$ cat config.mk
export PLATFORM = sky130hd
export DESIGN_NAME = relu_maxpool_2x2
export DESIGN_NICKNAME = d
export VERILOG_FILES = /design/src/rtl/cnn_pkg.sv /design/src/rtl/pool_row_buffer.sv /design/src/rtl/relu_maxpool_2x2.sv
export SDC_FILE = /design/constraint.sdc
export NUM_CORES = 1
export LEC_CHECK = 0
export CORE_MARGIN = 5
export CORE_UTILIZATION = 25
export CTS_CLUSTER_DIAMETER = 80
export DETAILED_ROUTE_END_ITERATION = 10
export PLACE_DENSITY = 0.38
export SYNTH_ARGS = -nofsm -noshare
export SYNTH_HDL_FRONTEND = slang
export SYNTH_SLANG_ARGS = --single-unit
$ cat constraint.sdc
create_clock -name clk -period 17.1 [get_ports clk]
set_input_delay 1.71 -clock clk [delete_from_list [all_inputs] [get_ports clk]]
set_output_delay 1.71 -clock clk [all_outputs]
set_load 0.01 [all_outputs]
$ cat src/rtl/cnn_pkg.sv
// Shared CNN pipeline constants and the signed result type passed from traditional_conv downstream.
// Geometry: conv map edge CONV_N and pooled edge POOL_N derive from the image/kernel sizes.
package cnn_pkg;
   localparam int WORD_LENGTH        = 8;
   localparam int DOUBLE_WORD_LENGTH = 16;
   localparam int KERNEL_SIZE        = 5;
   localparam int IMAGE_SIZE         = 36;
   localparam int CONV_N             = IMAGE_SIZE - KERNEL_SIZE + 1;
   localparam int POOL_N             = CONV_N / 2;

   typedef logic signed [DOUBLE_WORD_LENGTH-1:0] conv_result_t;
endpackage

$ cat src/rtl/pool_row_buffer.sv
// Half-row buffer holding the horizontal maxima of an even conv row until the odd row arrives.
// Synchronous write, combinational read, cleared by reset.
module pool_row_buffer #(
   parameter int depth  = 16,
   parameter int width  = 16,
   parameter int addr_w = 4
) (
   input  logic              clk,
   input  logic              rst,
   input  logic              wr_en,
   input  logic [addr_w-1:0] wr_addr,
   input  logic [width-1:0]  wr_data,
   input  logic [addr_w-1:0] rd_addr,
   output logic [width-1:0]  rd_data
);
   logic [width-1:0] mem [depth];

   genvar gi;
   generate
      for (gi = 0; gi < depth; gi++) begin : g_entry
         always_ff @(posedge clk or posedge rst) begin
            if (rst)
               mem[gi] <= '0;
            else if (wr_en && (wr_addr == addr_w'(gi)))
               mem[gi] <= wr_data;
         end
      end
   endgenerate

   assign rd_data = mem[rd_addr];
endmodule

$ cat src/rtl/relu_maxpool_2x2.sv
// Streaming ReLU followed by 2x2/stride-2 max pooling over a raster-order conv result stream.
// Even rows park pair maxima in the row buffer; odd rows combine with them and emit one pixel.
module relu_maxpool_2x2
   import cnn_pkg::*;
#(
   parameter int word_length        = WORD_LENGTH,
   parameter int double_word_length = DOUBLE_WORD_LENGTH,
   parameter int kernel_size        = KERNEL_SIZE,
   parameter int image_size         = IMAGE_SIZE
) (
   input  logic                                 clk,
   input  logic                                 rst,
   input  logic                                 in_valid,
   input  logic signed [double_word_length-1:0] data_in,
   output logic signed [double_word_length-1:0] data_out,
   output logic                                 out_valid,
   output logic                                 out_last
);
   localparam int conv_n = image_size - kernel_size + 1;
   localparam int pool_n = conv_n / 2;
   localparam int cnt_w  = $clog2(conv_n);
   localparam int addr_w = cnt_w - 1;
   localparam logic [cnt_w-1:0] last_idx = cnt_w'(conv_n - 1);

   generate
      if ((conv_n % 2) != 0 || conv_n < 4 || word_length > double_word_length) begin : g_bad_cfg
         $error("relu_maxpool_2x2: conv map edge must be even and >= 4");
      end
   endgenerate

   logic [cnt_w-1:0]                    col, row;
   logic signed [double_word_length-1:0] h_hold;
   logic signed [double_word_length-1:0] r, h_max, p, row_max;
   logic [double_word_length-1:0]        rd_data;
   logic                                 wr_en;

   // After ReLU every operand is non-negative, so the signed compares never see a sign flip.
   always_comb begin
      r       = data_in[double_word_length-1] ? '0 : data_in;
      h_max   = (r > h_hold) ? r : h_hold;
      row_max = $signed(rd_data);
      p       = (row_max > h_max) ? row_max : h_max;
      wr_en   = in_valid && col[0] && !row[0];
   end

   pool_row_buffer #(
      .depth  (pool_n),
      .width  (double_word_length),
      .addr_w (addr_w)
   ) u_row_buffer (
      .clk     (clk),
      .rst     (rst),
      .wr_en   (wr_en),
      .wr_addr (col[cnt_w-1:1]),
      .wr_data (h_max),
      .rd_addr (col[cnt_w-1:1]),
      .rd_data (rd_data)
   );

   always_ff @(posedge clk or posedge rst) begin
      if (rst) begin
         col       <= '0;
         row       <= '0;
         h_hold    <= '0;
         data_out  <= '0;
         out_valid <= 1'b0;
         out_last  <= 1'b0;
      end else begin
         out_valid <= 1'b0;
         out_last  <= 1'b0;
         if (in_valid) begin
            if (col == last_idx) begin
               col <= '0;
               row <= (row == last_idx) ? '0 : row + 1'b1;
            end else begin
               col <= col + 1'b1;
            end

            if (!col[0]) begin
               h_hold <= r;
            end else if (row[0]) begin
               data_out  <= p;
               out_valid <= 1'b1;
               out_last  <= (row == last_idx) && (col == last_idx);
            end
         end
      end
   end
endmodule

==> results of run 1 <==
## cell families after synthesis
logic type | Yosys count | synth area share
flip-flops | 282 | 0.5318
adder cells (fa/ha/maj) | 31 | 0.02923
other | 1 | 0.0002826
buffers and inverters | 119 | 0.03734
AO/OA/AOI/OAI | 297 | 0.1202
XOR/XNOR | 1 | 0.0006601
multiplexers | 101 | 0.1480
AND/OR/NAND/NOR | 404 | 0.1325
## stage by stage
step / instance area [µm²] / utilization / worst slack, ns
floorplan: 13270 / - / 7.611
detailed placement: 14340 / 0.2728 / 9.092
CTS: 15570 / 0.2963 / 9.666
finish: 15570 / 0.2963 / 9.668
global placement: 14340 / 0.2728 / 9.124
global route: 15570 / 0.2963 / 9.025
## cell type report
class	count	area share
Sequential cell	282	0.4537
Clock buffer	60	0.07409
Timing Repair Buffer	64	0.03648
Multi-Input combinational cell	835	0.3697
Inverter	21	0.005544
Tap cell	688	0.05528
Clock inverter	4	0.005223
## worst max-delay path: stages
cell and delay, ns:
clkdlybuf4s50_1 0.93, nor2b_1 0.20, ha_1 0.39, nand3_2 0.11, nor3_1 0.29, a2111o_1 0.20, o22ai_2 0.13, nor2_4 0.53
nor2_1 0.10, a21oi_2 0.73, ha_1 0.28, and4_1 0.22, nand2_1 0.06, nor3_1 0.33, o21ai_0 0.15, o31a_2 0.35
nor3_4 0.73, mux2i_1 0.26, o21ai_1 0.07
## sequential cells by signal, summed over array words and instances, names as in the netlist
name	flops
u_row_buffer.mem	240
data_out	15
h_hold	15
col	5
row	5
out_last	1
out_valid	1
## layer usage
layer / GRT usage / up-vias
met5: 0 / -
met4: 0.04539 / 0
met3: 0.02007 / 62
met2: 0.2266 / 116
met1: 0.1929 / 4489
li1: - / 4358
## worst paths after layout
kind | start | end | slack (ns) | cells after the start
worst min register to register | u_row_buffer.mem[3]$_DFFE_PP0P_ | u_row_buffer.mem[3]$_DFFE_PP0P_ | 0.47 | 2
max in group asynchronous | rst | col[2]$_DFFE_PP0P_ | 13.03 | 4
worst max register to register | h_hold[3]$_DFFE_PP0P_ | data_out[0]$_DFFE_PP0P_ | 11.54 | 16
min in group asynchronous | rst | u_row_buffer.mem[96]$_DFFE_PP0P_ | 1.69 | 2
worst max-delay path | data_in[15] | data_out[0]$_DFFE_PP0P_ | 9.67 | 19
worst min-delay path | u_row_buffer.mem[3]$_DFFE_PP0P_ | u_row_buffer.mem[3]$_DFFE_PP0P_ | 0.47 | 2
## where the power goes
part / switching, mW / leakage, nW / internal (mW) / total (mW)
clock: 0.299 / 0.605 / 0.489 / 0.788
sequential: 0.191 / 3.66 / 0.945 / 1.14
combinational: 0.606 / 2.34 / 0.516 / 1.12
## cells in the mapped netlist (3+ instances only)
cell,number,area [µm²]
o21ai_0,130,650.6
nand4_1,3,18.77
nand2b_1,7,43.79
nand3_1,34,170.2
nand2_1,156,585.6
mux4_2,74,1667
and3_1,6,37.54
buf_4,4,30.03
nor3_1,8,40.04
mux2i_1,7,70.07
a31oi_1,3,18.77
dfrtp_1,282,7057
buf_1,9,33.78
mux2_2,19,214.0
a21oi_2,8,70.07
inv_1,21,78.83
nor2_1,148,555.5
a21oi_1,133,665.6
o21ai_1,6,30.03
ha_1,31,387.9
clkbuf_1,68,255.2
buf_2,15,75.07
nor2b_1,16,100.1
or3_1,13,81.33
==> impl_metrics.tcl, run 1 <==
set metrics [dict create \
    status "finished, final reports clean" \
    ctsHoldBuffers 0 \
    crit_required_ns 17.47 \
    clkTransAtPathRegs_ns 0.06 \
    drv_cap 0 \
    cts.repair.resized 0 \
    clkLatencyLatePin_ns 0.54 \
    timing.hold.ws_ns 0.4742 \
    setup_viol 0 \
    multi_input_area_um2 5757 \
    hold_viol 0 \
    grt_pass1_vias 9180 \
    yosysSeqAreaShare 0.5318 \
    cts-root-buf "clkbuf_16" \
    min_path_type "reg -> reg" \
    drive_gt1_frac 0.1675 \
    p_leak_nw 6.606 \
    vias 9025 \
    cp_max_fo 27 \
    wl_per_cell_um 20.25 \
    vias_per_cell 4.619 \
    peakVddDrop_uv 78.75 \
    start_util 0.2525 \
    instances_no_fill 1954 \
    cts_sinks 282 \
    wl_met1_um 18720 \
    placed_cells_incl_taps 1890 \
    relSlewSlack 0.2754 \
    tritoncts "built" \
    netlist_area_um2 13270 \
    dr_wl_met2_um 18740 \
    row_count 84 \
    gp_congestion 0.7562 \
    drt-initial-drc-count 501 \
    syn_area_per_cell_um2 10.74 \
    path_class "in -> reg" \
    grt_setup_unrepaired "false" \
    synth_seq_cells 282 \
    tns_ns 0 \
    io_buffers 35 \
    synth_edf_count 0 \
    ios 37 \
    period_share 0.4346 \
    max_freq_mhz 134.6 \
    core-area_um2 52550 \
    dieArea_um2 57790 \
    grt_antenna_before_repair 1 \
    post_cts_buffers 0 \
    final.min_clock_period_ns 7.432 \
    antennaDiodeCount 0 \
    regArea_um2 7064 \
    detail_route.first_pass.iterations 5 \
    clk_path_buf_depth 3 \
    worstMarginPinSlew_ns 1.087 \
    chipHeight_um 240.4 \
    slew_viol_final 0 \
    power.density_nw_per_um2 195.6 \
    fin_total_pwr_mw 3.046 \
    cp-start-kind "primary input" \
    synthesis.nets 1286 \
    grt_overflow 0 \
    fillers 5473 \
    crit_path_end_kind "flop" \
    cp.arrival_ns 7.80 \
    grt_start_max_net_pins 98 \
    layout.nets 1290 \
    wirelength_um 39570 \
    place_hpwl_um 24040 \
    routed-wl-met3_um 1110 \
    syn_to_final_growth_pct 17.34 \
    drcViolationCount 0 \
    cts_buffers 36 \
    synth_cells 1236 \
    async_flop_share 1.000 \
    ant_nets 0 \
    mostFrequentLayoutCell "dfrtp_1" \
    fin_skew_ns 0.02467 \
    die_w_um 240.4 \
    ys.flop_type "dfrtp_1" \
    yosys_warnings 0 \
    highest_layer "met4" \
    h-tree-depth 2 \
    grtUsageTotal 0.1394 \
    final_cell_mix "280 x dfrtp_1, 152 x nand2_1, 142 x nor2_1" \
    synth_cell_types 53 \
    grt_pass1_wl_um 60490 \
]
Note: power is estimated with default switching activity, not from simulation.
==> inputs of run 2 (changes only) <==
==> constraint.sdc (replaced) <==
create_clock -name clk -period 6.9 [get_ports clk]
set_input_delay 0.69 -clock clk [delete_from_list [all_inputs] [get_ports clk]]
set_output_delay 0.69 -clock clk [all_outputs]
set_load 0.01 [all_outputs]
==> impl_metrics.tcl, run 2 (synthesis gave the netlist of run 1 again) <==
set metrics [dict create \
    cts_buffers 36 \
    core-area_um2 52550 \
    cts_sinks 282 \
    place_hpwl_um 24450 \
    r2r_start "col[2]$_DFFE_PP0P_" \
    placed_cells_incl_taps 1901 \
    peakVddDrop_uv 237.1 \
    antennaDiodeCount 0 \
    wl_per_cell_um 19.76 \
    p_leak_nw 6.621 \
    tritoncts "built" \
    post_cts_buffers 0 \
    fin_skew_ns 0.01160 \
    grt_antenna_before_repair 0 \
    max_freq_mhz 170.7 \
    setup_viol 0 \
    grt_overflow 0 \
    min_path_type "reg -> reg" \
    syn_to_final_growth_pct 17.58 \
    worstMarginPinSlew_ns 1.155 \
    cts.repair.resized 0 \
    start_util 0.2525 \
    grt_start_max_net_pins 168 \
    min_from "u_row_buffer.mem[78]$_DFFE_PP0P_" \
    tns_ns 0 \
    clk_path_buf_depth 3 \
    regArea_um2 7064 \
    h-tree-depth 2 \
    final_cell_mix "280 x dfrtp_1, 156 x nand2_1, 142 x nor2_1" \
    row_count 84 \
    vias 9047 \
    wirelength_um 38820 \
    relSlewSlack 0.2276 \
    drv_cap 0 \
    hold_viol 0 \
    instances_no_fill 1964 \
    gp_congestion 0.7675 \
    grt_pass1_wl_um 59800 \
    fillers 5415 \
    grtUsageTotal 0.1370 \
    ios 37 \
    cts-root-buf "clkbuf_16" \
    regMostFlops "u_row_buffer.mem" \
    ant_nets 0 \
    reg.largest.list "u_row_buffer.mem x240, data_out x15, h_hold x15" \
    hold_depth 2 \
    rr_worst_depth 12 \
    min_to "u_row_buffer.mem[78]$_DFFE_PP0P_" \
    die_w_um 240.4 \
    drcViolationCount 0 \
    cp.arrival_ns 6.22 \
    final.min_clock_period_ns 5.858 \
    cp-start-kind "primary input" \
    detail_route.first_pass.iterations 4 \
    dieArea_um2 57790 \
    chipHeight_um 240.4 \
    ctsHoldBuffers 0 \
    power.density_nw_per_um2 485.0 \
    drive_gt1_frac 0.1701 \
    largest_reg_flops 240 \
    ff2ff_setup_slack_ns 1.69 \
    io_buffers 35 \
    clkLatencyLatePin_ns 0.54 \
    period_share 0.8491 \
    timing.hold.ws_ns 0.4704 \
    grt_setup_unrepaired "false" \
    cp_max_fo 25 \
    reg2reg_to "data_out[0]$_DFFE_PP0P_" \
    multi_input_area_um2 5743 \
    mostFrequentLayoutCell "dfrtp_1" \
    status "finished, final reports clean" \
    path_class "in -> reg" \
    vias_per_cell 4.606 \
    grt_pass1_vias 9234 \
    layout.nets 1301 \
    crit_path_end_kind "flop" \
    crit_required_ns 7.26 \
    clkTransAtPathRegs_ns 0.06 \
    slew_viol_final 0 \
    drt-initial-drc-count 571 \
]
## run 2: cell count changes in the layout (fill, tap and decap cells not counted), sizes merged
cell | before | now
inv | 21 | 20
clkinv | 2 | 5
buf | 29 | 40
clkbuf | 60 | 53
clkinvlp | 0 | 3
bufinv | 2 | 3
## run 2: stage by stage
step / cell area, µm² / total power [mW] / utilization / setup WS [ns]
after global routing: 15600 / 8.113 / 0.2969 / 0.5314
after floorplan: 13270 / 4.805 / - / 1.611
after CTS: 15600 / 7.689 / 0.2969 / 1.067
after detailed placement: 14430 / 5.747 / 0.2745 / 0.4891
final: 15600 / 7.568 / 0.2969 / 1.042
after global placement: 14430 / 5.712 / 0.2745 / 0.6037
## run 2: routing by layer
| layer | up-vias | global-route usage | share of wire |
|---|---|---|---|
| met3 | 55 | 0.02134 | 0.031 |
| li1 | 4368 | - | - |
| met5 | - | 0 | 0 |
| met4 | 0 | 0.04986 | 0.031 |
| met1 | 4520 | 0.1956 | 0.48 |
| met2 | 104 | 0.2116 | 0.45 |
## run 2: report_power, final
part | internal [mW] | switching, mW | leakage (nW) | total [mW]
Clock | 1.16 | 0.739 | 0.573 | 1.90
Combinational | 1.32 | 1.47 | 2.39 | 2.79
Sequential | 2.34 | 0.538 | 3.66 | 2.88
Total | 4.82 | 2.75 | 6.62 | 7.57
## run 2: how the worst max path moves through the flow
stage / slack, ns / end / cells after the start / from
after CTS: 1.07 / data_out[0]$_DFFE_PP0P_ / 18 / data_in[15]
after floorplan: 1.61 / data_out[0]$_DFFE_PP0P_ / 21 / data_in[15]
after global routing: 0.53 / data_out[0]$_DFFE_PP0P_ / 18 / data_in[15]
after detailed placement: 0.49 / data_out[0]$_DFFE_PP0P_ / 18 / data_in[15]
final: 1.04 / data_out[0]$_DFFE_PP0P_ / 18 / data_in[15]
after global placement: 0.60 / data_out[7]$_DFFE_PP0P_ / 19 / data_in[15]
## run 2: critical path: stages
cell and delay [ns]:
clkdlybuf4s50_1 0.90, nor2b_1 0.20, ha_1 0.40, nand3_2 0.11
nor3_1 0.32, a2111o_1 0.20, o22ai_2 0.13, nor2_4 0.51
a21oi_1 0.20, ha_1 0.34, and4_1 0.22, nand2_1 0.06
nor3_1 0.36, o21ai_0 0.15, o31a_2 0.35, nor3_4 0.67
mux2i_1 0.31, o21ai_1 0.09
## run 2: area by class of cell
| type | instances | area share |
|---|---|---|
| inverters | 21 | 0.005293 |
| flip-flops and latches | 282 | 0.4528 |
| repair buffers | 75 | 0.04330 |
| clock inverters | 10 | 0.008340 |
| clock buffers | 53 | 0.06704 |
| multi-input cells | 835 | 0.3681 |
| well taps | 688 | 0.05517 |
